[src/rtl/waxi_loader.sv]
// AXI4 single-beat write master fed by a small request FIFO.
// Each request runs a strictly ordered AW -> W -> B sequence; completions and bad responses are tracked.
module waxi_loader #(
  parameter int ByteLength = 8,
  parameter int AddrWidth  = 32,
  parameter int DataWidth  = 32,
  parameter int IdWidth    = 8,
  parameter int FifoDepth  = 4,
  parameter int AxiId      = 0
) (
  input  logic                            axi_clk_i,
  input  logic                            rstn_i,
  input  logic                            req_valid_i,
  output logic                            req_ready_o,
  input  logic [AddrWidth-1:0]            req_addr_i,
  input  logic [DataWidth-1:0]            req_data_i,
  input  logic [DataWidth/ByteLength-1:0] req_strb_i,
  output logic [IdWidth-1:0]              m_axi_awid_o,
  output logic [AddrWidth-1:0]            m_axi_awaddr_o,
  output logic [7:0]                      m_axi_awlen_o,
  output logic [2:0]                      m_axi_awsize_o,
  output logic [1:0]                      m_axi_awburst_o,
  output logic [1:0]                      m_axi_awlock_o,
  output logic [3:0]                      m_axi_awcache_o,
  output logic [2:0]                      m_axi_awprot_o,
  output logic                            m_axi_awvalid_o,
  input  logic                            m_axi_awready_i,
  output logic [DataWidth-1:0]            m_axi_wdata_o,
  output logic [DataWidth/ByteLength-1:0] m_axi_wstrb_o,
  output logic                            m_axi_wlast_o,
  output logic                            m_axi_wvalid_o,
  input  logic                            m_axi_wready_i,
  input  logic [IdWidth-1:0]              m_axi_bid_i,
  input  logic [1:0]                      m_axi_bresp_i,
  input  logic                            m_axi_bvalid_i,
  output logic                            m_axi_bready_o,
  input  logic                            clear_i,
  output logic                            busy_o,
  output logic [31:0]                     done_count_o,
  output logic                            error_o
);

  localparam int StrbWidth = DataWidth / ByteLength;
  localparam int IdxWidth  = $clog2(FifoDepth);
  localparam int PtrWidth  = IdxWidth + 1;

  typedef enum logic [1:0] {IDLE, ADDR, DATA, RESP} state_t;

  state_t state, state_next;

  logic [AddrWidth-1:0] fifo_addr [FifoDepth];
  logic [DataWidth-1:0] fifo_data [FifoDepth];
  logic [StrbWidth-1:0] fifo_strb [FifoDepth];
  logic [PtrWidth-1:0]  wr_ptr, rd_ptr;
  logic                 full, empty, push, pop, b_done;

  logic [AddrWidth-1:0] hold_addr;
  logic [DataWidth-1:0] hold_data;
  logic [StrbWidth-1:0] hold_strb;

  logic unused_bid;
  assign unused_bid = ^m_axi_bid_i;

  assign empty = (wr_ptr == rd_ptr);
  assign full  = (wr_ptr[PtrWidth-1] != rd_ptr[PtrWidth-1]) &&
                 (wr_ptr[IdxWidth-1:0] == rd_ptr[IdxWidth-1:0]);
  assign req_ready_o = !full;
  assign push   = req_valid_i && !full;
  assign pop    = (state == IDLE) && !empty;
  assign b_done = (state == RESP) && m_axi_bvalid_i;

  always_ff @(posedge axi_clk_i) begin
    if (push) begin
      fifo_addr[wr_ptr[IdxWidth-1:0]] <= req_addr_i;
      fifo_data[wr_ptr[IdxWidth-1:0]] <= req_data_i;
      fifo_strb[wr_ptr[IdxWidth-1:0]] <= req_strb_i;
    end
  end

  always_ff @(posedge axi_clk_i or negedge rstn_i) begin
    if (!rstn_i) begin
      wr_ptr <= '0;
      rd_ptr <= '0;
    end else begin
      if (push) wr_ptr <= wr_ptr + 1'b1;
      if (pop)  rd_ptr <= rd_ptr + 1'b1;
    end
  end

  // The head entry moves into the holding register so AW/W payloads stay stable while the FIFO keeps filling.
  always_ff @(posedge axi_clk_i or negedge rstn_i) begin
    if (!rstn_i) begin
      hold_addr <= '0;
      hold_data <= '0;
      hold_strb <= '0;
    end else if (pop) begin
      hold_addr <= fifo_addr[rd_ptr[IdxWidth-1:0]];
      hold_data <= fifo_data[rd_ptr[IdxWidth-1:0]];
      hold_strb <= fifo_strb[rd_ptr[IdxWidth-1:0]];
    end
  end

  always_ff @(posedge axi_clk_i or negedge rstn_i) begin
    if (!rstn_i) state <= IDLE;
    else         state <= state_next;
  end

  always_comb begin
    state_next      = state;
    m_axi_awvalid_o = 1'b0;
    m_axi_wvalid_o  = 1'b0;
    m_axi_bready_o  = 1'b0;
    case (state)
      IDLE: if (!empty) state_next = ADDR;
      ADDR: begin
        m_axi_awvalid_o = 1'b1;
        if (m_axi_awready_i) state_next = DATA;
      end
      DATA: begin
        m_axi_wvalid_o = 1'b1;
        if (m_axi_wready_i) state_next = RESP;
      end
      RESP: begin
        m_axi_bready_o = 1'b1;
        if (m_axi_bvalid_i) state_next = IDLE;
      end
      default: state_next = IDLE;
    endcase
  end

  // A clear in the same cycle as a completion takes priority.
  always_ff @(posedge axi_clk_i or negedge rstn_i) begin
    if (!rstn_i) begin
      done_count_o <= '0;
      error_o      <= 1'b0;
    end else if (clear_i) begin
      done_count_o <= '0;
      error_o      <= 1'b0;
    end else if (b_done) begin
      done_count_o <= done_count_o + 32'd1;
      if (m_axi_bresp_i != 2'b00) error_o <= 1'b1;
    end
  end

  assign busy_o          = !empty || (state != IDLE);
  assign m_axi_awid_o    = IdWidth'(AxiId);
  assign m_axi_awaddr_o  = hold_addr;
  assign m_axi_awlen_o   = 8'd0;
  assign m_axi_awsize_o  = 3'($clog2(StrbWidth));
  assign m_axi_awburst_o = 2'b01;
  assign m_axi_awlock_o  = 2'b00;
  assign m_axi_awcache_o = 4'd0;
  assign m_axi_awprot_o  = 3'd0;
  assign m_axi_wdata_o   = hold_data;
  assign m_axi_wstrb_o   = hold_strb;
  assign m_axi_wlast_o   = m_axi_wvalid_o;

endmodule
[config.mk]
export PLATFORM = sky130hd
export DESIGN_NAME = waxi_loader
export DESIGN_NICKNAME = d
export VERILOG_FILES = /design/src/rtl/waxi_loader.sv
export SDC_FILE = /design/constraint.sdc
export NUM_CORES = 1
export LEC_CHECK = 0
export CAP_MARGIN = 10
export CORE_MARGIN = 10
export CORE_UTILIZATION = 60
export CTS_CLUSTER_SIZE = 25
export DETAILED_ROUTE_END_ITERATION = 10
export DONT_BUFFER_PORTS = 1
export PLACE_DENSITY = 0.76
export SKIP_CTS_REPAIR_TIMING = 1
export SYNTH_ARGS = -nofsm -noshare
export SYNTH_HDL_FRONTEND = slang
export SYNTH_SLANG_ARGS = --single-unit
[constraint.sdc]
create_clock -name axi_clk_i -period 6.2 [get_ports axi_clk_i]
set_input_delay 1.24 -clock axi_clk_i [delete_from_list [all_inputs] [get_ports axi_clk_i]]
set_output_delay 1.24 -clock axi_clk_i [all_outputs]
set_load 0.03 [all_outputs]
* Word level (Yosys, flattened, before mapping)
Memories as Yosys holds them, arrays and structs flattened. A register that Yosys moved wholly into a read port is not among the register bits. Index checks and enable logic that the tools add are counted.
Storage, ports and cells: flip-flop bits (word level) 41, memory bits (writable) 272, input bits 85, output and inout bits 137, memories kept 3
Memory list:
- fifo_addr | words 4, width 32, rd ports 1, clocked after Yosys merged registers in 1, write ports 1, RTL line 51 | logic [AddrWidth-1:0] fifo_addr [FifoDepth];
- fifo_data | words 4, width 32, rd ports 1, clocked after Yosys merged registers in 1, write ports 1, RTL line 52 | logic [DataWidth-1:0] fifo_data [FifoDepth];
- fifo_strb | words 4, width 4, rd ports 1, clocked after Yosys merged registers in 1, write ports 1, RTL line 53 | logic [StrbWidth-1:0] fifo_strb [FifoDepth];
Operators by class: add/subtract/negate cells 3, equality and inequality tests 10, multiplexer cells 15, reductions and logical operators 17
Operators by type and width (number):
- 2-to-1 mux 32 bit | 2
- adder 32 x 1 -> 32 bit (second input constant) | 1
- 2-to-1 mux 1 bit | 8
- 2-to-1 mux 2 bit | 4
- != test 2 bit (second input constant) | 4
- one-hot mux 2 bit (4 select lines) | 1
- nonzero test 2 bit | 4
- adder 3 x 1 -> 3 bit (second input constant) | 2
- logical NOT 1 bit | 5
- equality test 2 bit (second input constant) | 2
- logical AND 1 bit | 4
- AND reduction 4 bit | 1
- equality test 3 bit | 1
- equality test 2 x 1 -> 1 bit (second input constant) | 1
- equality test 2 bit | 1
- logical NOT 2 bit | 1
- AND reduction 2 bit | 1
- logical OR 1 bit | 1
- != test 1 bit | 1

* Longest topological paths before layout
depth after elaboration 6, depth in mapped cells 8, mapped depth without buffers 6

* Worst setup path after synthesis
No wires, ideal clock.
path type input port to flip-flop, start point input req_valid_i, end point memory fifo_addr[3][0], enable pin, data arrival time 3.282 ns, required time 5.765 ns, setup slack 2.483 ns, stages on the path 3, cell sequence inv_1 > a31oi_1 > and2_1
Between the ends: word-level cells in the longest chain between the ends 3
RTL lines:
- start, declared | RTL line 13 | input logic req_valid_i,
- logical AND 1 bit | RTL line 68 | assign push = req_valid_i && !full;
- 2-to-1 mux 1 bit | RTL line 73 | if (push) begin
- 2-to-1 mux 1 bit (not written as such) | RTL line 74 | fifo_addr[wr_ptr[IdxWidth-1:0]] <= req_addr_i;
- end, declared | RTL line 51
Every way passes these cells.

* Worst setup path in the final report
start point register rd_ptr[0], end point output busy_o
Between the ends: word-level cells in the longest chain between the ends 3
RTL lines:
- start, declared | RTL line 54 | logic [PtrWidth-1:0] wr_ptr, rd_ptr;
- start signal, assigned | RTL line 86 | if (pop) rd_ptr <= rd_ptr + 1'b1;
- equality test 3 bit | RTL line 64 | assign empty = (wr_ptr == rd_ptr);
- logical NOT 1 bit | RTL line 145 | assign busy_o = !empty || (state != IDLE);
- logical OR 1 bit | RTL line 145
- end, declared | RTL line 38 | output logic busy_o,
Every way passes these cells.

==> out/results.ini <==
[status]
outcome = complete, no violations

[power]
cellPowerDensity_mw_per_mm2 = 523
leakagePower_nw = 5.69
power_mw = 8.52
irDropWorstVdd_mv = 0.327

[sta]
max_slew_margin_pct = 23.9
hold_violations = 0
finClkSkew_ps = 18.8
min_period_over_period_pct = 53.7
fin_ws_ps = 2870
period_needed_ps = 3330
final.setup.tns_ps = 0
rsz0062_at_grt = false
max_freq_ghz = 0.300
finalSetupViolations = 0
hold_ws_ps = 429
tightest_slew_ps = 1140
slew_violations = 0

[critical_path]
r2r_cells = 3
cp_top_family = flip-flops
path_buf_inv = 0
cp_cell_sequence = xnor2_1 > nand4_1
slowest_stage = dfrtp_4
r2r_slack_ps = 3110
critPathKind = flip-flop to output port
required_ps = 4960
reg2reg_from = rd_ptr[0]$_DFFE_PN0P_
crit_start = rd_ptr[0]$_DFFE_PN0P_
crit_path_end_kind = output port
crit_fanout = 26
endpoint = busy_o
reg2reg_to = fifo_data[0][28]$_DFFE_PP_
critPathArrivalTime_ps = 2090
worst-path-stages = 2
max_stage_delay_ps = 690
startpoint_type = flip-flop

[synthesis]
yosysWarnings = 0
synth_edf_count = 272
yosys.cell_types.count = 36
synth_area_mm2 = 0.0148
synth-async-reset-ratio_pct = 28.6
syn_area_per_cell_um2 = 19.0
yosysSeqAreaShare_pct = 73.5
synth_cells = 779
synth-seq-cells = 381
synth-main-ff-cell = edfxtp_1

[clocking]
clock_path_buffers = 3
cts_tree = yes
clkSinkCount = 381
cts.root.buffer_cell = clkbuf_16
cts_inserted_buffers = 38
htreeDepth = 2
clock_latency_ps = 510
clk_pin_slew_ps = 60

[global_route]
overflow = 0
grt_usage_pct = 18.0
grt_pass1_wl_um = 43900
antenna_found_initial = 0
grt_max_degree = 110
grt_pass1_vias = 7450

[place]
port_buffers = 0
routabilityCongestion = 0.833
place_ws_ps = 3000
postPlaceCellArea_mm2 = 0.0150
dpl.hpwl_um = 17000

[layout]
multiInputGateArea_mm2 = 0.00364
fillers = 1533
regArea_mm2 = 0.0109
nets = 879
fin_area_mm2 = 0.0163
drive_gt1_share_pct = 26.0
synthToLayoutAreaGrowth_pct = 9.90
n_antenna_cell = 0

[route]
dr.pass1.iters = 5
drtIter0Drc = 497
vias_per_cell = 6.11
wire_per_inst_um = 25.0
drcViolationCount = 0
antenna_left = 0
wirelength_um = 28400
via_count = 6945

[die]
die_y_um = 177
coreArea_mm2 = 0.0243
dieArea_mm2 = 0.0314
ioPinCount = 222
rows = 57
die_w_um = 177
start_util_pct = 61.0

[run]
max-cap-violations = 0

[worst_hold_path]
hold_class = input port to asynchronous set/reset pin

==> report_power, final <==
group | switching (mW) | internal (mW) | leakage, nW
clock network | 0.901 | 1.42 | 0.624
logic | 0.938 | 0.956 | 1.22
registers | 0.836 | 3.47 | 3.84
==> how the worst min path moves through the flow <==
stage                                          end  slack [ps]  cells past startpoint
CTS                   m_axi_wstrb_o[1]$_DFFE_PN0P_         410                      0
detailed placement           wr_ptr[2]$_DFFE_PN0P_         530                      1
global route        m_axi_awaddr_o[13]$_DFFE_PN0P_         410                      0
finish                 done_count_o[8]$_DFFE_PN0P_         430                      0
global placement             wr_ptr[2]$_DFFE_PN0P_         510                      1
floorplan                    rd_ptr[2]$_DFFE_PN0P_         500                      1
==> sequential cells by signal, summed over array words and instances, names as in the netlist, 2 cells and up <==
register / count
m_axi_wstrb_o: 4
state: 2
fifo_data: 128
fifo_strb: 16
fifo_addr: 128
done_count_o: 32
rd_ptr: 3
m_axi_wdata_o: 32
m_axi_awaddr_o: 32
wr_ptr: 3
==> Yosys cell counts, types with 5 or more instances <==
master    number  area share (%)
a21oi_1       18            0.61
and2_1         7            0.30
and3_1         7            0.30
buf_2          8            0.27
buf_4         31             1.6
clkbuf_1      27            0.68
dfrtp_1      109              18
edfxtp_1     272              55
ha_1          10            0.84
inv_1         12            0.30
mux2_2        74             5.6
mux4_2        68              10
nand2_1       17            0.43
nand3_1        9            0.30
nand4_1       14            0.59
nor2_1        15            0.38
nor2b_1        5            0.21
o21ai_0        6            0.20
o31ai_1       12            0.61
or4_1         13            0.66
xnor2_1        9            0.53
xor2_1         9            0.53
==> metrics by stage <==
stage,cells,utilization [%]
floorplan,807,-
global placement,1068,61.8
detailed placement,1068,61.8
CTS,1136,67.0
global route,1136,67.0
finish,1136,67.0
==> logic make-up (layout without fill, tap and decap cells) <==
kind of cell,Yosys count,in the layout,share of synthesized area (%)
AOI/OAI and AO/OA,44,44,1.86
and+or+nand+nor,104,104,3.96
muxes,142,142,15.9
xor gates and xnor gates,18,18,1.06
DFF,381,381,73.5
other,2,30,0.0506
adders and majority gates,10,10,0.844
buffers and inverters,78,83,2.83
==> per-layer routing <==
| metal | routed length [µm] | vias up | GRT usage, % |
|---|---|---|---|
| met4 | 573 | 0 | 5.01 |
| met2 | 14400 | 261 | 30.0 |
| li1 | - | 3015 | - |
| met1 | 10200 | 3624 | 21.0 |
| met3 | 3290 | 45 | 7.47 |
| met5 | 0 | - | 0 |
==> cell type report <==
type	count	area share [%]
well taps	324	2.49
clock inverters	17	1.30
repair buffers	3	0.138
flip-flops and latches	381	66.9
clock buffers	51	6.57
inverters	12	0.276
multi-input cells	348	22.3
==> cells in the final DEF (no fill, tap or decap), types with 5 or more instances in the layout <==
master | netlist | layout
o21ai_0 | 6 | 6
inv_1 | 12 | 12
o31ai_1 | 12 | 12
a21oi_1 | 18 | 18
mux2_2 | 74 | 74
edfxtp_1 | 272 | 272
nor2b_1 | 5 | 5
and3_1 | 7 | 7
bufinv_16 | 0 | 5
clkbuf_8 | 0 | 5
clkinv_1 | 0 | 5
dfrtp_1 | 109 | 107
xor2_1 | 9 | 9
nand3_1 | 9 | 9
ha_1 | 10 | 10
nor2_1 | 15 | 15
nand2_1 | 17 | 17
conb_1 | 2 | 30
mux4_2 | 68 | 68
xnor2_1 | 9 | 9
or4_1 | 13 | 13
nand4_1 | 14 | 14
clkbuf_1 | 27 | 7
clkbuf_16 | 0 | 39
==> worst register-to-register path, stage by stage, from the launching register on <==
cell and delay (ps):
dfrtp_4 770, xnor2_1 250, a31oi_1 590, and2_4 930
Power figures use the tool's default switching activity.
